## config.mk

```make
export PLATFORM = sky130hd
export DESIGN_NAME = periph_bus_master
export DESIGN_NICKNAME = d
export VERILOG_FILES = /design/src/rtl/periph_bus_defs.sv /design/src/rtl/periph_lane_align.sv /design/src/rtl/periph_bus_master.sv
export SDC_FILE = /design/constraint.sdc
export NUM_CORES = 1
export LEC_CHECK = 0
export CAP_MARGIN = 10
export CORE_UTILIZATION = 43
export DETAILED_ROUTE_END_ITERATION = 6
export GPL_TIMING_DRIVEN = 1
export PLACE_DENSITY = 0.77
export SETUP_SLACK_MARGIN = 0.1
export SYNTH_ARGS = -nofsm -noshare
export SYNTH_HDL_FRONTEND = slang
export SYNTH_SLANG_ARGS = --single-unit
```

## constraint.sdc

```tcl
create_clock -name clk -period 2.1 [get_ports clk]
set_input_delay 0.63 -clock clk [delete_from_list [all_inputs] [get_ports clk]]
set_output_delay 0.63 -clock clk [all_outputs]
set_load 0.05 [all_outputs]
```

## src/rtl/periph_bus_defs.sv

```systemverilog
// Shared definitions for the peripheral bus initiator:
// access size codes, FSM state encoding, slave indices and window base.
package periph_bus_defs;

   localparam logic [1:0] SZ_B = 2'd0;
   localparam logic [1:0] SZ_H = 2'd1;
   localparam logic [1:0] SZ_W = 2'd2;

   localparam logic [11:0] BASE_HI_DEF = 12'h100;

   localparam int SLV_GPIO  = 0;
   localparam int SLV_TIMER = 1;
   localparam int SLV_UART  = 2;

   typedef enum logic [2:0] {
      ST_IDLE = 3'd0,
      ST_WR   = 3'd1,
      ST_RD1  = 3'd2,
      ST_RD2  = 3'd3,
      ST_RESP = 3'd4
   } state_t;

endpackage

```

## src/rtl/periph_lane_align.sv

```systemverilog
// Byte-lane steering for the peripheral bus (purely combinational).
// Ports: i_st_* store request -> o_st_data/o_st_be/o_misal;
//        i_ld_* registered load info + slave data -> o_ld_data.
module periph_lane_align
   import periph_bus_defs::*;
(
   input  logic [1:0]  i_st_size,
   input  logic [1:0]  i_st_lo,
   input  logic [31:0] i_st_wdata,
   output logic [31:0] o_st_data,
   output logic [3:0]  o_st_be,
   output logic        o_misal,
   input  logic [1:0]  i_ld_size,
   input  logic [1:0]  i_ld_lo,
   input  logic        i_ld_uns,
   input  logic [31:0] i_ld_rdata,
   output logic [31:0] o_ld_data
);

   logic [31:0] w_sh;

   assign o_misal = ((i_st_size == SZ_H) & i_st_lo[0])
                  | ((i_st_size == SZ_W) & (i_st_lo != 2'b00));

   always_comb begin
      o_st_data = i_st_wdata;
      o_st_be   = 4'b1111;
      unique case (i_st_size)
         SZ_B: begin
            o_st_data = {4{i_st_wdata[7:0]}};
            o_st_be   = 4'b0001 << i_st_lo;
         end
         SZ_H: begin
            o_st_data = {2{i_st_wdata[15:0]}};
            o_st_be   = 4'b0011 << i_st_lo;
         end
         default: ;
      endcase
   end

   // Word loads are always aligned, so the shift is a no-op for them.
   assign w_sh = i_ld_rdata >> {i_ld_lo, 3'b000};

   always_comb begin
      o_ld_data = w_sh;
      unique case (i_ld_size)
         SZ_B: o_ld_data = {{24{w_sh[7] & ~i_ld_uns}}, w_sh[7:0]};
         SZ_H: o_ld_data = {{16{w_sh[15] & ~i_ld_uns}}, w_sh[15:0]};
         default: ;
      endcase
   end

endmodule

```

## src/rtl/periph_bus_master.sv

```systemverilog
// Peripheral bus initiator: one load/store at a time, window decode,
// registered slave strobes, lane-extracted load data back to the core.
// Ports: clk/rst; req_* core request; rsp_* completion; bus_* slave bus.
module periph_bus_master
   import periph_bus_defs::*;
#(
   parameter logic [11:0] BASE_HI = BASE_HI_DEF,
   parameter int          N_SLV   = 4
) (
   input  logic             clk,
   input  logic             rst,
   input  logic             req_valid,
   output logic             req_ready,
   input  logic             req_we,
   input  logic [1:0]       req_size,
   input  logic             req_unsigned,
   input  logic [31:0]      req_addr,
   input  logic [31:0]      req_wdata,
   output logic             rsp_valid,
   output logic             rsp_err,
   output logic [31:0]      rsp_rdata,
   output logic [N_SLV-1:0] bus_ce,
   output logic [3:0]       bus_we,
   output logic             bus_re,
   output logic [31:0]      bus_wdata,
   output logic [16:0]      bus_addr,
   input  logic [31:0]      bus_rdata
);

   localparam logic [N_SLV-1:0] ONE = 1;

   state_t r_state;
   state_t w_state_nxt;

   logic [1:0]       r_size;
   logic [1:0]       r_lo;
   logic             r_uns;
   logic [N_SLV-1:0] r_sel;

   logic [2:0]       w_idx;
   logic             w_accept;
   logic             w_err;
   logic             w_misal;
   logic [N_SLV-1:0] w_onehot;
   logic [N_SLV-1:0] w_sel;
   logic [31:0]      w_st_data;
   logic [3:0]       w_st_be;
   logic [31:0]      w_ld_data;
   logic [N_SLV-1:0] w_ce_nxt;
   logic [3:0]       w_we_nxt;
   logic             w_re_nxt;

   assign w_idx     = req_addr[19:17];
   assign req_ready = (r_state == ST_IDLE) & ~rst;
   assign w_accept  = req_valid & req_ready;
   assign w_onehot  = ONE << w_idx;
   assign w_err     = (req_addr[31:20] != BASE_HI)
                    | (int'(w_idx) >= N_SLV)
                    | (req_size == 2'd3)
                    | w_misal;

   // Slave select comes straight from the request on the accept
   // edge, and from the captured copy for the second read cycle.
   assign w_sel = (r_state == ST_IDLE) ? w_onehot : r_sel;

   periph_lane_align u_align (
      .i_st_size  (req_size),
      .i_st_lo    (req_addr[1:0]),
      .i_st_wdata (req_wdata),
      .o_st_data  (w_st_data),
      .o_st_be    (w_st_be),
      .o_misal    (w_misal),
      .i_ld_size  (r_size),
      .i_ld_lo    (r_lo),
      .i_ld_uns   (r_uns),
      .i_ld_rdata (bus_rdata),
      .o_ld_data  (w_ld_data)
   );

   always_ff @(posedge clk) begin
      if (rst) r_state <= ST_IDLE;
      else     r_state <= w_state_nxt;
   end

   always_comb begin
      w_state_nxt = r_state;
      unique case (r_state)
         ST_IDLE: begin
            if (w_accept) begin
               if (w_err)       w_state_nxt = ST_RESP;
               else if (req_we) w_state_nxt = ST_WR;
               else             w_state_nxt = ST_RD1;
            end
         end
         ST_WR:   w_state_nxt = ST_RESP;
         ST_RD1:  w_state_nxt = ST_RD2;
         ST_RD2:  w_state_nxt = ST_RESP;
         ST_RESP: w_state_nxt = ST_IDLE;
         default: w_state_nxt = ST_IDLE;
      endcase
   end

   // Strobes are decoded from the next state and registered, so they
   // line up with the state they belong to.
   always_comb begin
      w_ce_nxt = '0;
      w_we_nxt = '0;
      w_re_nxt = 1'b0;
      unique case (w_state_nxt)
         ST_WR: begin
            w_ce_nxt = w_sel;
            w_we_nxt = w_st_be;
         end
         ST_RD1, ST_RD2: begin
            w_ce_nxt = w_sel;
            w_re_nxt = 1'b1;
         end
         default: ;
      endcase
   end

   always_ff @(posedge clk) begin
      if (rst) begin
         bus_ce    <= '0;
         bus_we    <= '0;
         bus_re    <= 1'b0;
         bus_wdata <= '0;
         bus_addr  <= '0;
         rsp_valid <= 1'b0;
         rsp_err   <= 1'b0;
         rsp_rdata <= '0;
         r_size    <= '0;
         r_lo      <= '0;
         r_uns     <= 1'b0;
         r_sel     <= '0;
      end else begin
         bus_ce    <= w_ce_nxt;
         bus_we    <= w_we_nxt;
         bus_re    <= w_re_nxt;
         rsp_valid <= (w_state_nxt == ST_RESP);
         rsp_err   <= w_accept & w_err;
         rsp_rdata <= (r_state == ST_RD2) ? w_ld_data : '0;
         if (w_accept) begin
            r_size <= req_size;
            r_lo   <= req_addr[1:0];
            r_uns  <= req_unsigned;
            r_sel  <= w_onehot;
            if (!w_err) begin
               bus_addr <= {req_addr[16:2], 2'b00};
               if (req_we) bus_wdata <= w_st_data;
            end
         end
      end
   end

endmodule
```

After elaboration in Yosys (flattened, before gate mapping):

Index checks and enable logic that the tools add are counted.

* bits in registers: 102
* input port bits: 103
* output and inout bits: 93

* $lt $le $gt $ge: 1
* equality and inequality tests: 12
* shift-type cells: 4
* multiplexer cells: 9
* bitwise gates (word level): 17
* reduce and logical (&&, ||, !) cells: 12

Operators with widths (number)
* case mux 32 bit (2 select lines): 2
* right shift 32 x 5 -> 32 bit: 1
* == test 3 x 2 -> 1 bit, second input constant: 4
* != test 12 x 9 -> 1 bit, second input constant: 1
* OR reduction 2 bit: 5
* case mux 3 bit (3 select lines): 1
* case mux 4 bit (2 select lines): 1
* AND 1 bit: 7
* == test 3 x 1 -> 1 bit, second input constant: 2
* 2-to-1 mux 3 bit: 2
* inverter 1 bit: 6
* == test 2 x 1 -> 1 bit, second input constant: 2
* == test 2 bit, second input constant: 2
* zero test 2 bit: 2
* 2-to-1 mux 4 bit: 1
* OR 1 bit: 4
* << shifter 1 x 2 -> 4 bit, first input constant: 1
* << shifter 1 x 3 -> 4 bit, first input constant: 1
* << shifter 2 x 2 -> 4 bit, first input constant: 1
* == test 3 bit, second input constant: 1
* greater-or-equal comparator 3 bit, second input constant: 1
* zero test 3 bit: 1
* AND reduction 3 bit: 1
* OR reduction 3 bit: 1
* other kinds (4): 4

Depth between registers and ports, before layout:

* depth in word-level cells: 11
* gate-level depth with buffers: 7

By module:

Synthesis repeated with hierarchy kept, for this count alone.

* cells, all modules: 555
* area total of the unflattened synthesis: 4838.4 µm²

Modules (own cells, without submodules)
* periph_bus_master: instances 1, cells an instance 386, area each 3588.4 µm²
* periph_lane_align: instances 1, cells an instance 169, area each 1249.9 µm²

Worst setup path after synthesis:

Ideal clock, no wire load.

* kind: in2reg
* start: in rst
* end: reg bus_wdata[15]
* arrival time: 2215 ps
* data required time: 1966 ps
* slack: -248 ps
* cell stages on the path: 6
* cells stage by stage: clkbuf_1 > nor4_4 > nand2_2 > nor3_4 > buf_6 > a311oi_2

* longest elaborated chain between the ends: 4

Ends and longest elaborated chain
* from (decl): line periph_bus_master.sv:11 `input logic rst,`
* inverter 1 bit: line periph_bus_master.sv:54 `assign req_ready = (r_state == ST_IDLE) & ~rst;`
* AND 1 bit: line periph_bus_master.sv:54
* via req_ready: line periph_bus_master.sv:13 `output logic req_ready,`
* AND 1 bit: line periph_bus_master.sv:55 `assign w_accept = req_valid & req_ready;`
* AND reduction 3 bit (no source line)
* to (signal assigned): line periph_bus_master.sv:150 `if (req_we) bus_wdata <= w_st_data;`
* to (decl): line periph_bus_master.sv:25 `output logic [31:0] bus_wdata,`

The timed path passes the listed nets, and every way through them passes these cells.
A chain may end at the register's enable or synchronous reset.

Worst setup path after layout:

* start: reg r_state[0]
* end: out req_ready

* longest elaborated chain between the ends: 2

Ends and longest elaborated chain
* from (decl): line periph_bus_master.sv:32 `state_t r_state;`
* from (signal assigned): line periph_bus_master.sv:82 `else r_state <= w_state_nxt;`
* zero test 3 bit: line periph_bus_master.sv:54
* AND 1 bit: line periph_bus_master.sv:54
* to (decl): line periph_bus_master.sv:13

Every way passes these cells.

==> flow_metrics.tcl <==
set metrics [dict create \
    status "finished clean" \
    dr.pass1.iters 5 \
    cts-root-buf "clkbuf_8" \
    final-seq-area_um2 2046 \
    wire_per_inst_um 18.08 \
    start_kind "register" \
    p_per_area_nw_per_um2 542.1 \
    fin_crit_ps 2030 \
    fin_nets 849 \
    grt_use_total_pct 27.93 \
    synth_simple_gate_area_share_pct 17.08 \
    yosysSeqAreaShare_pct 43.28 \
    clkTransAtPathRegs_ps 100 \
    synth-compound-area-share_pct 23.28 \
    hp-class "reg -> reg" \
    area_delta_synth_final_pct 55.93 \
    drt_iter0_markers 337 \
    arrival_ps 1400 \
    grt_overflow 0 \
    max_freq_ghz 0.4926 \
    hpwlAfterDp_mm 11.34 \
    cts-htree-levels 3 \
    irDropWorstVdd_mv 0.3285 \
    ios 196 \
    cp-end-kind "output port" \
    yosys_warnings 0 \
    grt_pass1_vias 4879 \
    nFillCells 836 \
    synth_top_family_by_area "compound AO/OA/AOI/OAI gates" \
    multi_input_area_um2 2492 \
    synth_xor_area_share_pct 0 \
    portBuffers 193 \
    synth-seq-cells 102 \
    worstPathRequired_ps 1470 \
    rsz0062_at_grt "yes" \
    clkLatencyLatePin_ps 360 \
    cts_buffers 9 \
    synthTopCellsByArea "dfxtp_1 43%, mux2i_1 8.1%, a21oi_1 6.5%, o31ai_1 5.1%, nand4_1 4.1%" \
    routabilityCongestion 0.9293 \
    maxCapViolCount 0 \
    clock_skew_ps 10.06 \
    grt_max_degree 54 \
    hold_buffers 0 \
    fin_crit_sh_pct 96.67 \
    utilization_pct 70.32 \
    slew_viol_final 0 \
    via_count 5171 \
    avgSynthCellArea_um2 8.886 \
    finalHoldViolCount 0 \
    initial_core_util_pct 45.10 \
    grt_antenna_before_repair 0 \
    synthMuxAreaShare_pct 10.21 \
    die_w_um 106.8 \
    ant_nets 0 \
    grt_pass1_wl_mm 24.99 \
    syn_area_um2 4718 \
    ys_types 44 \
    yosys.area.top_type_share_pct 43.28 \
    std_cell_rows 37 \
    synth_adder_area_share_pct 0 \
    yosys.area.top_type "dfxtp_1" \
    die_h_um 106.8 \
    layout-drive-gt1-share_pct 24.23 \
    cts_tree "built" \
    cts_sinks 102 \
    n_antenna_cell 0 \
    clockBufferDepth 2 \
    core_area_um2 10460 \
    via_per_inst 5.830 \
    dieArea_um2 11400 \
    cp_max_fo 4 \
    path_class "reg -> out" \
    syn_inst 531 \
    drc_errors 0 \
    setup_tns_ps 0 \
    max_slew_margin_pct 50.56 \
    tightest_slew_ps 735.9 \
    leakagePower_nw 2.981 \
    wl_mm 16.04 \
    setup_violations 0 \
]
## layout make-up
| type | count | share of cell area (%) |
|---|---|---|
| sequential | 102 | 27.81 |
| multi-input combinational | 372 | 33.88 |
| inverter | 1 | 0.05102 |
| clock inverter | 7 | 1.054 |
| tap | 136 | 2.313 |
| clock buffer | 9 | 1.684 |
| timing repair buffer | 260 | 33.21 |
## report_power, final
| part | internal, W | switching, W | total, W |
|---|---|---|---|
| Combinational | 0.000377 | 0.000370 | 0.000747 |
| Clock | 0.000565 | 0.000718 | 0.00128 |
| Sequential | 0.00194 | 0.0000157 | 0.00196 |
| Total | 0.00288 | 0.00110 | 0.00399 |
## cell families after synthesis
group,after synthesis
compound gates,172
other cells,1
buf+inv,58
flops,102
simple gates,151
mux,47
## cells in the final DEF (no fill, tap or decap), types with 9 or more instances in the layout
cell type        instances
mux2_2                   9
nand2_1                 49
mux2i_1                 38
nand4_1                 31
a21oi_1                 61
and2_1                   9
a31oi_1                 18
a211oi_1                13
o21a_1                   9
clkbuf_8                 9
buf_12                  10
buf_4                  119
dfxtp_1                101
o31ai_1                 32
dlygate4sd2_1           39
clkdlybuf4s50_1         86
o21ai_0                 23
nor2_1                  22
## layer usage
metal / part of all wire, % / wire (um) / GRT usage, %
met3: 9.3 / 1486 / 6.261
met1: 39 / 6299 / 34.09
met2: 47 / 7583 / 46.50
met4: 4.1 / 665 / 13.31
met5: 0 / 0 / 0
## worst max-delay path: stages, from the launching register on
cell     delay (ps)
dfxtp_4         370
nor4_4          350
buf_4           180
buf_12          130
## sequential cells by signal, indices dropped and copies added (netlist names), 2 cells and up
name and count:
bus_addr 15, bus_ce 4, bus_wdata 32, bus_we 4, r_lo 2, r_sel 4
r_size 2, r_state 3, rsp_rdata 32
## Yosys cell counts, drive strengths merged
cell,instances
a311oi,9
clkbuf,34
nor3b,1
o22a,1
clkinv,1
or2,1
nand4,32
mux2,9
o221ai,1
and4,1
a31oi,19
a211oi,16
o22ai,1
and2,10
or4,1
nor4,4
conb,1
o21a,9
dfxtp,102
a21oi,61
buf,23
o31ai,32
nand3,4
nand3b,4
nor2b,6
nor3,9
or3,1
o21ai,23
and3b,1
nand2,50
mux2i,38
nand2b,3
nor2,23
## final timing paths
path | startpoint | to | slack (ps) | depth (start not counted)
setup / recovery | r_state[0] | req_ready | 70 | 3
hold / removal | r_sel[2] | r_sel[2] | 470 | 2
setup reg to reg | r_lo[1] | rsp_rdata[8] | 400 | 5
hold reg to reg | r_sel[2] | r_sel[2] | 470 | 2
## timing repair
action | 4_1_cts | 5_1_grt
pin swaps | 9 | 2
resized for setup | 57 | 4
setup endpoints to repair | 67 | 30
cloned | 4 | 0
buffers inserted | 5 | 4
## through the flow
stage               worst slack [ps]  hold slack, ps  power (W)  instances  area (um^2)
floorplan                     -216.8           431.8   0.002334        532         4746
global placement              -358.1           438.9   0.002691        858         6899
detailed placement            -371.6           448.3   0.002701        858         6899
CTS                            29.00           466.7   0.003970        883         7302
global route                   21.90           486.9   0.004150        887         7357
finish                         69.98           466.5   0.003989        887         7357
Power figures use the tool's default switching activity.
